## config.mk

```make
export PLATFORM = sky130hd
export DESIGN_NAME = alu_op_sequencer_flat
export DESIGN_NICKNAME = d
export VERILOG_FILES = /design/src/rtl/alu_op_sequencer_if.sv /design/src/rtl/alu_op_sequencer.sv /design/src/flat_wrapper.sv
export SDC_FILE = /design/constraint.sdc
export NUM_CORES = 1
export LEC_CHECK = 0
export ABC_AREA = 1
export CORE_ASPECT_RATIO = 0.5
export CORE_MARGIN = 2
export CORE_UTILIZATION = 50
export CTS_CLUSTER_DIAMETER = 40
export DETAILED_ROUTE_END_ITERATION = 8
export PLACE_DENSITY = 0.76
export SYNTH_ARGS = -nofsm -noshare
export SYNTH_HDL_FRONTEND = slang
export SYNTH_SLANG_ARGS = --single-unit
```

## constraint.sdc

```tcl
create_clock -name clk -period 3.3 [get_ports clk]
set_input_delay 0.33 -clock clk [delete_from_list [all_inputs] [get_ports clk]]
set_output_delay 0.33 -clock clk [all_outputs]
set_load 0.005 [all_outputs]
```

## src/rtl/alu_op_sequencer_if.sv

```systemverilog
// Purpose : bundles the request, ALU-facing and result signals of alu_op_sequencer.
// Latency : n/a (wires only).
// Backpressure: none; a requester waits for busy low and then samples the done pulse.
//
// Signals:
//   start, op, a, b        request from the control unit (sampled only while idle)
//   alu_a, alu_b           latched operands presented to the ALU
//   alu_control            one-hot ALU control word (non-zero only during EXEC)
//   alu_c                  combinational ALU result (2*WIDTH bits)
//   hi, lo                 result registers
//   busy, done             status; done is a one-cycle pulse
//   div_by_zero, illegal_op error flags, valid with done, held until next accept
//
// Modports:
//   master : the sequencer's environment (control unit plus ALU)
//   slave  : the sequencer itself
interface alu_op_sequencer_if #(
  parameter int WIDTH  = 32,
  parameter int CTRL_W = 13
);
  logic                  start;
  logic [CTRL_W-1:0]     op;
  logic [WIDTH-1:0]      a;
  logic [WIDTH-1:0]      b;
  logic [WIDTH-1:0]      alu_a;
  logic [WIDTH-1:0]      alu_b;
  logic [CTRL_W-1:0]     alu_control;
  logic [2*WIDTH-1:0]    alu_c;
  logic [WIDTH-1:0]      hi;
  logic [WIDTH-1:0]      lo;
  logic                  busy;
  logic                  done;
  logic                  div_by_zero;
  logic                  illegal_op;

  modport master (
    output start, op, a, b, alu_c,
    input  alu_a, alu_b, alu_control, hi, lo, busy, done, div_by_zero, illegal_op
  );

  modport slave (
    input  start, op, a, b, alu_c,
    output alu_a, alu_b, alu_control, hi, lo, busy, done, div_by_zero, illegal_op
  );
endinterface

```

## src/rtl/alu_op_sequencer.sv

```systemverilog
// Purpose : multi-cycle sequencer between control unit and 32-bit ALU; holds operands and
//           the one-hot control word, captures the 64-bit ALU result into hi/lo, and runs
//           DIV itself with an iterative restoring divider.
// Latency : non-DIV / divide-by-zero / illegal op: done 1 cycle after accept, idle after 2;
//           DIV with b!=0: done 33 cycles after accept, idle after 34.
// Backpressure: one operation at a time; start is ignored whenever busy is high (no queue).
//
// Ports:
//   clk    rising-edge clock
//   rst_n  asynchronous active-low reset
//   bus    alu_op_sequencer_if.slave (request, ALU drive/return, results, status)
//
// Build option: define ALU_SEQ_SIGNED_DIV_EN for two's-complement DIV (divider runs on
// magnitudes, quotient negated when operand signs differ, remainder follows the dividend
// sign). Without it DIV is unsigned and the FIX cycle is still spent.
module alu_op_sequencer #(
  parameter int WIDTH   = 32,
  parameter int CTRL_W  = 13,
  parameter int DIV_BIT = 5
) (
  input logic               clk,
  input logic               rst_n,
  alu_op_sequencer_if.slave bus
);

  localparam int                CNT_W    = $clog2(WIDTH) + 1;
  localparam logic [CNT_W-1:0]  LAST_CNT = CNT_W'(WIDTH - 1);

  typedef enum logic [2:0] {
    ST_IDLE = 3'd0,
    ST_EXEC = 3'd1,
    ST_DIV  = 3'd2,
    ST_FIX  = 3'd3,
    ST_DONE = 3'd4
  } state_t;

  // What the FIX cycle has to do with the request that brought us there.
  typedef enum logic [1:0] {
    FIX_DIV = 2'd0,
    FIX_DBZ = 2'd1,
    FIX_ILL = 2'd2
  } fix_t;

  state_t                r_state;
  fix_t                  r_fix;

  logic [WIDTH-1:0]      r_alu_a;
  logic [WIDTH-1:0]      r_alu_b;
  logic [CTRL_W-1:0]     r_alu_control;
  logic [WIDTH-1:0]      r_hi;
  logic [WIDTH-1:0]      r_lo;
  logic                  r_busy;
  logic                  r_done;
  logic                  r_dbz;
  logic                  r_ill;

  // Divider datapath: partial remainder, dividend/quotient shift register, divisor, count.
  logic [WIDTH:0]        r_rem;
  logic [WIDTH-1:0]      r_quo;
  logic [WIDTH-1:0]      r_dvs;
  logic [CNT_W-1:0]      r_cnt;

  logic                  w_op_legal;
  logic                  w_a_neg;
  logic                  w_b_neg;
  logic [WIDTH-1:0]      w_a_mag;
  logic [WIDTH-1:0]      w_b_mag;
  logic [WIDTH+1:0]      w_shift;
  logic                  w_fits;
  logic [WIDTH:0]        w_diff;
  logic [WIDTH:0]        w_rem_nxt;
  logic [WIDTH-1:0]      w_quo_fix;
  logic [WIDTH-1:0]      w_rem_fix;

  // Exactly one bit set: non-zero and clearing the lowest set bit leaves nothing.
  assign w_op_legal = (bus.op != '0) && ((bus.op & (bus.op - CTRL_W'(1))) == '0);

`ifdef ALU_SEQ_SIGNED_DIV_EN
  logic r_neg_q;
  logic r_neg_r;

  assign w_a_neg = bus.a[WIDTH-1];
  assign w_b_neg = bus.b[WIDTH-1];

  // 0x8000_0000 has no positive counterpart, but its magnitude is still correct as an
  // unsigned value, so the most-negative operand needs no special case.
  assign w_quo_fix = r_neg_q ? (-r_quo) : r_quo;
  assign w_rem_fix = r_neg_r ? (-r_rem[WIDTH-1:0]) : r_rem[WIDTH-1:0];
`else
  assign w_a_neg   = 1'b0;
  assign w_b_neg   = 1'b0;
  assign w_quo_fix = r_quo;
  assign w_rem_fix = r_rem[WIDTH-1:0];
`endif

  assign w_a_mag = w_a_neg ? (-bus.a) : bus.a;
  assign w_b_mag = w_b_neg ? (-bus.b) : bus.b;

  // One restoring step: bring in the next dividend bit (MSB of the shift register) and
  // subtract the divisor if it fits. The comparison is done on the full shifted value so
  // that the subtraction itself never has to represent a negative result.
  assign w_shift   = {r_rem, r_quo[WIDTH-1]};
  assign w_fits    = (w_shift >= {2'b00, r_dvs});
  assign w_diff    = w_shift[WIDTH:0] - {1'b0, r_dvs};
  assign w_rem_nxt = w_fits ? w_diff : w_shift[WIDTH:0];

  always_ff @(posedge clk or negedge rst_n) begin
    if (!rst_n) begin
      r_state       <= ST_IDLE;
      r_fix         <= FIX_DIV;
      r_alu_a       <= '0;
      r_alu_b       <= '0;
      r_alu_control <= '0;
      r_hi          <= '0;
      r_lo          <= '0;
      r_busy        <= 1'b0;
      r_done        <= 1'b0;
      r_dbz         <= 1'b0;
      r_ill         <= 1'b0;
      r_rem         <= '0;
      r_quo         <= '0;
      r_dvs         <= '0;
      r_cnt         <= '0;
`ifdef ALU_SEQ_SIGNED_DIV_EN
      r_neg_q       <= 1'b0;
      r_neg_r       <= 1'b0;
`endif
    end else begin
      case (r_state)
        ST_IDLE: begin
          if (bus.start) begin
            r_alu_a <= bus.a;
            r_alu_b <= bus.b;
            r_dbz   <= 1'b0;
            r_ill   <= 1'b0;
            r_busy  <= 1'b1;
            // Divider is primed on every accept; it is only clocked in ST_DIV.
            r_rem   <= '0;
            r_quo   <= w_a_mag;
            r_dvs   <= w_b_mag;
            r_cnt   <= '0;
`ifdef ALU_SEQ_SIGNED_DIV_EN
            r_neg_q <= w_a_neg ^ w_b_neg;
            r_neg_r <= w_a_neg;
`endif
            if (!w_op_legal) begin
              r_fix   <= FIX_ILL;
              r_state <= ST_FIX;
            end else if (bus.op[DIV_BIT]) begin
              if (bus.b == '0) begin
                r_fix   <= FIX_DBZ;
                r_state <= ST_FIX;
              end else begin
                r_fix   <= FIX_DIV;
                r_state <= ST_DIV;
              end
            end else begin
              // Control word goes out registered so the ALU sees it for the whole EXEC cycle.
              r_alu_control <= bus.op;
              r_state       <= ST_EXEC;
            end
          end
        end

        ST_EXEC: begin
          r_hi          <= bus.alu_c[2*WIDTH-1:WIDTH];
          r_lo          <= bus.alu_c[WIDTH-1:0];
          r_alu_control <= '0;
          r_done        <= 1'b1;
          r_state       <= ST_DONE;
        end

        ST_DIV: begin
          r_rem <= w_rem_nxt;
          r_quo <= {r_quo[WIDTH-2:0], w_fits};
          r_cnt <= r_cnt + CNT_W'(1);
          if (r_cnt == LAST_CNT) begin
            r_state <= ST_FIX;
          end
        end

        ST_FIX: begin
          case (r_fix)
            FIX_DIV: begin
              r_hi <= w_rem_fix;
              r_lo <= w_quo_fix;
            end
            FIX_DBZ: begin
              r_hi  <= r_alu_a;
              r_lo  <= '1;
              r_dbz <= 1'b1;
            end
            default: begin
              // Illegal op: results untouched, only the flag is raised.
              r_ill <= 1'b1;
            end
          endcase
          r_done  <= 1'b1;
          r_state <= ST_DONE;
        end

        ST_DONE: begin
          r_done  <= 1'b0;
          r_busy  <= 1'b0;
          r_state <= ST_IDLE;
        end

        default: begin
          r_done  <= 1'b0;
          r_busy  <= 1'b0;
          r_state <= ST_IDLE;
        end
      endcase
    end
  end

  assign bus.alu_a       = r_alu_a;
  assign bus.alu_b       = r_alu_b;
  assign bus.alu_control = r_alu_control;
  assign bus.hi          = r_hi;
  assign bus.lo          = r_lo;
  assign bus.busy        = r_busy;
  assign bus.done        = r_done;
  assign bus.div_by_zero = r_dbz;
  assign bus.illegal_op  = r_ill;

endmodule

```

## src/flat_wrapper.sv

```systemverilog
// flat-port wrapper written by rule: the top's interface ports become plain ports
module alu_op_sequencer_flat 
#(
  parameter int WIDTH   = 32,
  parameter int CTRL_W  = 13,
  parameter int DIV_BIT = 5
)
  (clk, rst_n, bus_start, bus_op, bus_a, bus_b, bus_alu_c, bus_alu_a, bus_alu_b, bus_alu_control, bus_hi, bus_lo, bus_busy, bus_done, bus_div_by_zero, bus_illegal_op);
  alu_op_sequencer_if #(.WIDTH(WIDTH), .CTRL_W(CTRL_W)) bus_i ();
  input logic clk;
  input logic rst_n;
  input wire logic [$bits(bus_i.start)-1:0] bus_start;
  input wire logic [$bits(bus_i.op)-1:0] bus_op;
  input wire logic [$bits(bus_i.a)-1:0] bus_a;
  input wire logic [$bits(bus_i.b)-1:0] bus_b;
  input wire logic [$bits(bus_i.alu_c)-1:0] bus_alu_c;
  output wire logic [$bits(bus_i.alu_a)-1:0] bus_alu_a;
  output wire logic [$bits(bus_i.alu_b)-1:0] bus_alu_b;
  output wire logic [$bits(bus_i.alu_control)-1:0] bus_alu_control;
  output wire logic [$bits(bus_i.hi)-1:0] bus_hi;
  output wire logic [$bits(bus_i.lo)-1:0] bus_lo;
  output wire logic [$bits(bus_i.busy)-1:0] bus_busy;
  output wire logic [$bits(bus_i.done)-1:0] bus_done;
  output wire logic [$bits(bus_i.div_by_zero)-1:0] bus_div_by_zero;
  output wire logic [$bits(bus_i.illegal_op)-1:0] bus_illegal_op;
  assign bus_i.start = bus_start;
  assign bus_i.op = bus_op;
  assign bus_i.a = bus_a;
  assign bus_i.b = bus_b;
  assign bus_i.alu_c = bus_alu_c;
  assign bus_alu_a = bus_i.alu_a;
  assign bus_alu_b = bus_i.alu_b;
  assign bus_alu_control = bus_i.alu_control;
  assign bus_hi = bus_i.hi;
  assign bus_lo = bus_i.lo;
  assign bus_busy = bus_i.busy;
  assign bus_done = bus_i.done;
  assign bus_div_by_zero = bus_i.div_by_zero;
  assign bus_illegal_op = bus_i.illegal_op;
  alu_op_sequencer #(.WIDTH(WIDTH), .CTRL_W(CTRL_W), .DIV_BIT(DIV_BIT)) u_core (.clk(clk), .rst_n(rst_n), .bus(bus_i));
endmodule
```

==> results of run 1 <==
## cell usage after synthesis, drive strengths merged
master,number
nor4,7
nor3,10
o21a,2
nand3b,12
a21o,1
xor2,2
ha,33
xnor2,16
clkbuf,44
nand4,19
o21bai,2
and2,5
a22o,1
dfrtp,220
a21oi,122
a31oi,32
conb,1
nand2,616
nor2,144
o21ai,112
o211ai,1
inv,196
fa,1
nand3,133
o22ai,1
buf,36
## report_power, final
| group | internal [mW] | leakage (nW) | total [mW] | switching, mW |
|---|---|---|---|---|
| Sequential | 3.95 | 2.67 | 4.87 | 0.924 |
| Combinational | 4.36 | 5.01 | 10.9 | 6.53 |
| Clock | 1.97 | 0.478 | 3.25 | 1.28 |
| Total | 10.3 | 8.15 | 19.0 | 8.73 |
## critical path, delay by kind of cell (launching register included)
family	cells	cell delay, ps
AND/OR/NAND/NOR	8	1250
flip-flops	1	350
buffers and inverters	2	150
adder cells (fa/ha/maj)	1	370
AO/OA/AOI/OAI	2	340
## layout make-up
| type | count | area (µm²) | share of cell area |
|---|---|---|---|
| Inverter | 196 | 735.7 | 0.04402 |
| Tap cell | 344 | 430.4 | 0.02575 |
| Clock inverter | 17 | 255.2 | 0.01527 |
| Clock buffer | 32 | 714.4 | 0.04274 |
| Timing Repair Buffer | 305 | 3028 | 0.1812 |
| Multi-Input combinational cell | 1273 | 6043 | 0.3616 |
| Sequential cell | 220 | 5505 | 0.3294 |
| Antenna cell | 1 | 2.502 | 0.0001497 |
## per-layer routing
layer	global-route usage	vias to the layer above	routed length, µm
met5	0	-	0
met4	0.09481	0	1155
met3	0.04761	74	2812
met2	0.4564	481	17720
met1	0.4315	5903	18310
li1	-	6160	-
## cell families (layout without fill, tap and decap cells)
family | after synthesis | count (layout)
and+or+nand+nor | 946 | 946
buffers and inverters | 276 | 550
AOI/OAI and AO/OA | 274 | 274
DFF | 220 | 220
adders and majority gates | 34 | 34
xor gates and xnor gates | 18 | 18
other | 1 | 2
## stage by stage
step | setup WS (ps) | instances | area (µm²) | power (mW) | util
after CTS | 758.3 | 2387 | 16710 | 18.94 | 0.6676
after floorplan | 1265 | 1769 | 12670 | 11.77 | -
after detailed placement | 781.9 | 2337 | 15730 | 15.60 | 0.6284
after global placement | 808.9 | 2337 | 15730 | 15.44 | 0.6284
after global routing | 545.0 | 2388 | 16710 | 20.58 | 0.6677
final | 759.9 | 2388 | 16710 | 19.01 | 0.6677
## sequential cells by signal, summed over array words and instances (netlist names)
register / flops
u_core.bus.alu_control: 12
u_core.bus.alu_a: 32
u_core.r_fix: 2
u_core.bus.illegal_op: 1
u_core.r_rem: 33
u_core.bus.busy: 1
u_core.bus.div_by_zero: 1
u_core.bus.lo: 32
u_core.r_quo: 32
u_core.bus.hi: 32
u_core.r_dvs: 32
u_core.r_cnt: 6
u_core.bus.done: 1
u_core.r_state: 3
## repair_timing
action,in CTS,in global routing
buffers inserted,0,0
hold buffers,1,0
endpoints found under the hold margin,92,0
## final timing paths
path                                                  end               from  cells past startpoint
worst max-delay path                     u_core.r_rem[27]   u_core.r_dvs[19]                     13
worst min-delay path                    u_core.bus.lo[18]      bus_alu_c[18]                      3
worst max register to register           u_core.r_rem[27]   u_core.r_dvs[19]                     13
worst min register to register          u_core.r_state[2]  u_core.r_state[2]                      1
max in group asynchronous               u_core.bus.hi[19]              rst_n                      3
min in group asynchronous       u_core.bus.alu_control[0]              rst_n                      2
==> run_results.csv, run 1 <==
group,metric,value,unit
run_status,outcome,"completed",
timing,fmax,393.7,MHz
die,initial_core_util,0.5060,
timing,fin_setup_tns,0,ps
final_layout,fillers,2193,
flow_run,max_cap_viol_count,0,
route,wl,40000,µm
setup_path,crit_top_cell,"nand2_1",
setup_path,cp_max_fo,34,
synthesis,synth-compound-area-share,0.1136,
die,rows,41,
synthesis,synthesis.nets,1947,
final_layout,most-common-layout-cells,"nand2_1, clkdlybuf4s50_1, dfrtp_1",
timing,post-route-min-period,2540,ps
cts,root_buffer,"clkbuf_16",
route,drt_pre_antenna_iters,6,
cts,cts_tree,"yes",
grt,grt_pass1_vias,11470,
grt,grtUsageTotal,0.2965,
power,max-vdd-ir-drop,0.5598,mV
route,num_vias,12620,
cts,numClockSinks,220,
cts,cts_made_buffers,27,
timing,hold_viol,0,
setup_path,cp.required,3790,ps
die,die_w,229.1,µm
timing,setup_viol,0,
grt,grt_max_degree,98,
final_layout,syn2layout_area_growth,31.95,%
synthesis,syn-mean-instance-area,7.161,µm²
place,dp_hpwl,29910,µm
grt,grt_pass1_wl,62760,µm
synthesis,synth.distinct_cells,43,
synthesis,synth_simple_gate_area_frac,0.3144,
place,portBuffers,287,
route,wl_per_cell,16.75,µm
synthesis,ys_warn_count,0,
setup_path,arrival,3030,ps
setup_path,critical_path.cell_chain,"inv_1, ha_1, nand2_1, nand2_1, a21oi_2, inv_1, a21oi_2, nor2_2, nor2_8, nand2_8, nand2_1, nand3_1, nand2_1",
setup_path,ff2ff_setup_slack,760,ps
place,place.gp.congestion,0.9476,
timing,worst_pin_slew,966.3,ps
timing,fin_hold_ws,335.5,ps
setup_path,end_kind,"register",
final_layout,final_net_count,2201,
timing,relSlewSlack,0.3558,
synthesis,synth_area,12670,µm²
final_layout,drive_gt1_frac,0.05140,
synthesis,seq_area_frac_synth,0.4346,
timing,slew_violations,0,
synthesis,synth_top_cell_by_area,"dfrtp_1",
timing,rsz0062_at_grt,"no",
cts,htree_levels,1,
timing,fin_crit_sh,0.7697,
cts,path_clk_slew,60,ps
min_path,hold_class,"primary input to register",
grt,antenna_found_initial,1,
synthesis,synthTopCellsByArea,"dfrtp_1, nand2_1, inv_1",
setup_path,slowest_delay,430,ps
route,drt_iter0_drc,1168,
die,num_io_pins,289,
route,vias_per_cell,5.284,
timing,clock_skew,17.03,ps
final_layout,final_common_cell,"nand2_1",
grt,grt_overflow,0,
synthesis,synth_xor_area_frac,0.01245,
cts,cts_resized,0,
synthesis,ys_ff_latch,220,
setup_path,crit_path_start_kind,"register",
synthesis,synth_top_area_frac,0.4346,
route,drc,0,
cts,clk_path_buf_depth,3,
cts,insertion_delay,560,ps
synthesis,syn-instance-count,1769,
setup_path,criticalPathCategory,"register to register",
route,ant_nets,0,
die,fp.coreArea,25030,µm²
synthesis,synthAdderAreaFrac,0.03418,
synthesis,synth_top_family_by_area,"simple AND/OR/NAND/NOR gates",
power,pwr_density_cell,1137,nW/µm²
power,p_leak,8.154,nW
setup_path,critical_path.slowest_cell,"nor2_8",
die,die_y,116.6,µm
synthesis,synth_mux_area_frac,0,
die,dieArea,26700,µm²
(Power assumes the default switching activity.)
==> run 2, diff against run 1 <==
- CORE_UTILIZATION: 50 -> 46
- PLACE_DENSITY: 0.76 -> 0.73
- clock period: 3.3 -> 2.1 ns (I/O delays scaled with it)
==> run 2 against run 1 <==
Effect of this change: the flow now finishes with violations (setup timing); sequential share of layout area down 4.0 points; worst setup slack lost 850 ps; fmax up 16%; global-route usage is 0.96 points higher; die area grew 8.5%; clock skew barely moved; flip-flop and latch count did not move; count of clock-buffer cells in the layout grew 1; final cell count is 6.3% higher; via count grew 8.8%; critical path type unchanged; largest power group unchanged.
==> run_results.csv, run 2 (synthesis gave the netlist of run 1 again) <==
group,metric,value,unit
run_status,outcome,"complete, but fails checks",
run_status,violations,"setup timing",
final_layout,drive_gt1_frac,0.2016,
setup_path,worstRegToRegCells,14,
place,portBuffers,287,
setup_path,crit_path_start_kind,"register",
route,wl_per_cell,18.54,µm
cts,insertion_delay,570,ps
place,place.gp.congestion,0.9362,
final_layout,most-common-layout-cells,"nand2_1, clkdlybuf4s50_1, dfrtp_1",
die,num_io_pins,289,
timing,worst_pin_slew,953.2,ps
final_layout,largest_register_ff_count,33,
setup_path,ff2ff_setup_slack,-90,ps
place,placed_cell_area,16630,µm²
route,num_vias,13730,
timing,setup_viol,33,
final_layout,final_common_cell,"nand2_1",
timing,clock_skew,16.57,ps
route,drt_iter0_drc,1418,
cts,clk_path_buf_depth,3,
setup_path,r2r_start,"u_core.r_rem[14]",
flow_run,max_cap_viol_count,0,
route,ant_nets,0,
timing,post-route-min-period,2192,ps
cts,path_clk_slew,70,ps
timing,fin_hold_ws,140.8,ps
power,sw_frac_of_total,0.4632,
die,initial_core_util,0.4736,
final_layout,num_antenna_cells,0,
route,vias_per_cell,5.408,
die,dieArea,28960,µm²
setup_path,criticalPathCategory,"register to register",
final_layout,syn2layout_area_growth,50.40,%
place,post-place-ws,-148.3,ps
cts,cts_made_buffers,27,
final_layout,top_register,"u_core.r_rem",
die,die_y,121.3,µm
timing,fin_crit_sh,1.044,
cts,htree_levels,1,
power,max-vdd-ir-drop,1.059,mV
grt,grt_max_degree,72,
grt,antenna_found_initial,0,
route,drt_pre_antenna_iters,6,
timing,hold_viol,0,
timing,setup_slack,-91.52,ps
power,clockPowerShare,0.130,
grt,grt_overflow,0,
timing,rsz0062_at_grt,"yes",
setup_path,arrival,2640,ps
grt,grt_pass1_wl,69250,µm
timing,relSlewSlack,0.3630,
die,rows,42,
grt,grtUsageTotal,0.3061,
route,drc,0,
die,die_w,238.7,µm
timing,fmax,456.3,MHz
grt,grt_pass1_vias,12700,
setup_path,end_kind,"register",
setup_path,r2r-end,"u_core.r_rem[24]",
timing,slew_violations,0,
power,p_switching,17.21,mW
die,fp.coreArea,26750,µm²
power,pwr_density_cell,1950,nW/µm²
cts,root_buffer,"clkbuf_16",
power,power.internal,19.94,mW
final_layout,final_net_count,2345,
power,power_frac_seq,0.210,
place,dp_hpwl,31750,µm
power,power_frac_comb,0.661,
cts,cts_tree,"yes",
power,p_leak,9.042,nW
cts,numClockSinks,220,
setup_path,cp_max_fo,5,
setup_path,cp.required,2550,ps
min_path,hold_class,"primary input to async pin",
final_layout,fin_area,19050,µm²
route,wl,47060,µm
run 2: cell types whose count changed in the layout (fill, tap and decap cells not counted), moves of 42 or more:
cell | previous run | this run
buf_4 | 16 | 125
nand3_2 | 0 | 42
nand2_2 | 15 | 58
nand2_1 | 600 | 546
nand3_1 | 132 | 90
run 2: cell type report:
type                       instances  area (µm²)
fill                            1993        7697
multi-input combinational       1279        7073
sequential                       220        5518
timing repair buffer             443        4374
inverter                         196       735.7
clock buffer                      33       728.2
tap                              352       440.4
clock inverter                    16       181.4
run 2: repair_timing:
action | CTS | global route
buffers inserted | 16 | 18
hold buffers | 1 | 0
setup endpoints to repair | 34 | 84
endpoints found under the hold margin | 220 | 0
resized for setup | 85 | 159
pin swaps | 19 | 56
cloned | 7 | 3
run 2: power groups by stage:
stage / registers, mW / logic [mW] / clock network (mW)
floorplan: 7.39 / 11.1 / 0
global placement: 7.55 / 19.1 / 0
detailed placement: 7.60 / 19.3 / 0
CTS: 7.65 / 21.3 / 4.82
global route: 7.98 / 26.4 / 5.04
finish: 7.80 / 24.5 / 4.81
run 2: critical path: stages, from the launching register on:
cell and delay [ps]:
dfrtp_2 460, ha_4 320, nand2_4 70, buf_6 120, nor2_4 140, nand2_2 80
nand2_2 100, inv_2 50, nand2_4 70, nand3_4 120, buf_12 190, nand2_8 110
nand2_2 70, nand3_1 90, nand2_1 90
run 2: how the worst max path moves through the flow:
stage | start | endpoint
2_1_floorplan | u_core.r_dvs[0] | u_core.r_rem[14]
3_3_place_gp | u_core.r_quo[31] | u_core.r_rem[28]
3_5_place_dp | u_core.r_quo[31] | u_core.r_rem[28]
4_1_cts | u_core.r_quo[31] | u_core.r_rem[12]
5_1_grt | u_core.r_dvs[19] | u_core.r_rem[7]
6_report | u_core.r_rem[14] | u_core.r_rem[24]
run 2: metrics by stage:
stage,cells,utilization,setup TNS [ps],power (mW)
2_1_floorplan,1769,-,0,18.50
6_report,2539,0.7122,-1185,37.15
4_1_cts,2519,0.6844,-0.03930,33.78
5_1_grt,2539,0.7122,-3407,39.38
3_5_place_dp,2447,0.6219,-3877,26.95
3_3_place_gp,2447,0.6219,-2721,26.63
run 2: metal layers:
layer,global-route usage,share of wire,vias up
li1,-,-,6464
met3,0.05278,0.085,128
met5,0,0,-
met1,0.4372,0.43,6494
met2,0.4795,0.45,645
met4,0.08555,0.033,0
==> run 3, diff against run 2 <==
- PLACE_DENSITY: 0.73 -> 0.77
- REMOVE_ABC_BUFFERS: not set -> 1
==> run 3 against run 2 <==
Effect of this change: hold slack improved by 11 ps; final cell count rose by 1.2%; final area rose by 0.49%; combinational power barely moved; count of clock-buffer cells in the layout fell by 4; the flow still finishes with violations (setup timing); critical endpoint is now u_core.r_rem[25]; worst setup slack improved by 37 ps.
==> run_results.csv, run 3 (synthesis gave the netlist of run 1 again) <==
group,metric,value,unit
run_status,outcome,"complete, but fails checks",
run_status,violations,"setup timing",
route,drc,0,
timing,fmax,464.2,MHz
die,fp.coreArea,26750,µm²
grt,grt_overflow,0,
cts,cts_tree,"yes",
place,dp.cells,2501,
final_layout,most-common-layout-cells,"nand2_1, clkdlybuf4s50_1, dfrtp_1",
power,pwr_density_cell,1900,nW/µm²
timing,setup_slack,-54.47,ps
cts,numClockSinks,220,
cts,cts_made_buffers,25,
setup_path,end_kind,"register",
die,die_w,238.7,µm
cts,root_buffer,"clkbuf_16",
timing,clock_skew,17.73,ps
setup_path,r2r_start,"u_core.r_dvs[31]",
route,wl,43850,µm
final_layout,top_register,"u_core.r_rem",
final_layout,num_antenna_cells,0,
setup_path,arrival,2630,ps
setup_path,cp_max_fo,8,
route,num_vias,13640,
timing,hold_viol,0,
power,max-vdd-ir-drop,0.9754,mV
final_layout,fin_area,19140,µm²
final_layout,final_net_count,2380,
route,ant_nets,0,
cts,insertion_delay,540,ps
setup_path,crit_path_start_kind,"register",
grt,grt_max_degree,80,
place,place.gp.congestion,0.9887,
route,drt_iter0_drc,1162,
timing,slew_violations,0,
flow_run,max_cap_viol_count,0,
timing,fin_setup_tns,-249.0,ps
die,rows,42,
grt,grtUsageTotal,0.2907,
cts,htree_levels,1,
final_layout,largest_register_ff_count,33,
setup_path,criticalPathCategory,"register to register",
die,num_io_pins,289,
grt,antenna_found_initial,0,
timing,fin_crit_sh,1.026,
power,p_leak,9.193,nW
timing,rsz0062_at_grt,"yes",
min_path,hold_class,"primary input to async pin",
timing,setup_viol,10,
die,initial_core_util,0.4736,
die,dieArea,28960,µm²
setup_path,ff2ff_setup_slack,-50,ps
final_layout,final_common_cell,"nand2_1",
place,portBuffers,287,
grt,grt_pass1_vias,13050,
setup_path,cp.required,2580,ps
route,vias_per_cell,5.308,
die,die_y,121.3,µm
cts,path_clk_slew,60,ps
timing,post-route-min-period,2154,ps
route,wl_per_cell,17.06,µm
final_layout,syn2layout_area_growth,51.14,%
final_layout,fillers,2044,
route,drt_pre_antenna_iters,5,
setup_path,r2r-end,"u_core.r_rem[25]",
cts,clk_path_buf_depth,3,
final_layout,drive_gt1_frac,0.2020,
place,placed_cell_area,17080,µm²
place,dp_hpwl,30820,µm
final_layout,stdcell_count,2570,
grt,grt_pass1_wl,67460,µm
setup_path,worstRegToRegCells,12,
==> run 3: changes by cell type in the layout (fill, tap and decap cells not counted), moves of 3 or more <==
| cell | delta |
|---|---|
| buf_4 | +40 |
| nand2_2 | +5 |
| buf_12 | +3 |
| dfrtp_1 | +10 |
| clkinvlp_4 | -4 |
| nand3_2 | -27 |
| dfrtp_2 | -10 |
| nand3_1 | +26 |
| nor3_1 | -3 |
| nor3_2 | +3 |
| nor2_4 | +3 |
| nand2_1 | -3 |
==> run 3: layout make-up <==
class                      instances  area (µm²)  area share
clock buffer                      29       670.6     0.03503
multi-input combinational       1278        6965      0.3638
inverter                         196       735.7     0.03843
sequential                       220        5505      0.2876
clock inverter                    14       185.2    0.009673
timing repair buffer             481        4642      0.2425
tap                              352       440.4     0.02301
==> run 3: worst max-delay path by stage <==
stage,end,slack (ps),cells after the start,startpoint
after floorplan,u_core.bus.hi[0],-4450,8,u_core.r_state[0]
after global placement,u_core.r_rem[28],-140,15,u_core.r_quo[31]
after detailed placement,u_core.r_rem[28],-160,15,u_core.r_quo[31]
after CTS,u_core.r_rem[25],0.2,14,u_core.r_dvs[27]
after global routing,u_core.r_rem[25],-190,14,u_core.r_rem[9]
final,u_core.r_rem[25],-50,12,u_core.r_dvs[31]
==> run 3: timing repair <==
item / CTS / global route
hold buffers: 1 / 0
setup endpoints to repair: 34 / 34
gates cloned: 6 / 1
endpoints found under the hold margin: 109 / 0
buffers inserted: 11 / 7
pin swaps: 15 / 39
resized for setup: 81 / 133
==> run 3: critical path, cell delays in order (launching register included) <==
cell	delay (ps)
dfrtp_1	370
inv_1	120
ha_4	230
a21oi_1	270
nand2_1	120
nor2_2	160
nand2_2	100
nor2_8	130
buf_12	190
nand2_8	150
nand2_2	100
nand3_1	70
nand2_1	70
==> run 3: through the flow <==
step           setup slack (ps)  hold slack [ps]  total power, mW    util
2_1_floorplan             -4453           -85.59            17.77       -
3_3_place_gp             -142.2            117.1            27.29  0.6384
4_1_cts                  0.2010            153.9            34.04  0.6931
6_report                 -54.47            152.3            36.37  0.7157
5_1_grt                  -186.3            172.2            38.94  0.7157
3_5_place_dp             -156.8            120.2            27.68  0.6384
==> run 3: power breakdown <==
group          switching (mW)  internal [mW]  total (mW)
sequential               1.39           6.21        7.60
combinational            13.1           11.1        24.2
clock                    1.91           2.69        4.60
==> run 3: per-layer routing <==
metal	up-vias	track usage	wire length, µm
met1	6524	0.3885	18860
met5	-	0	0
met4	0	0.07773	1141
met3	98	0.04868	2841
li1	6546	-	-
met2	473	0.4911	21010
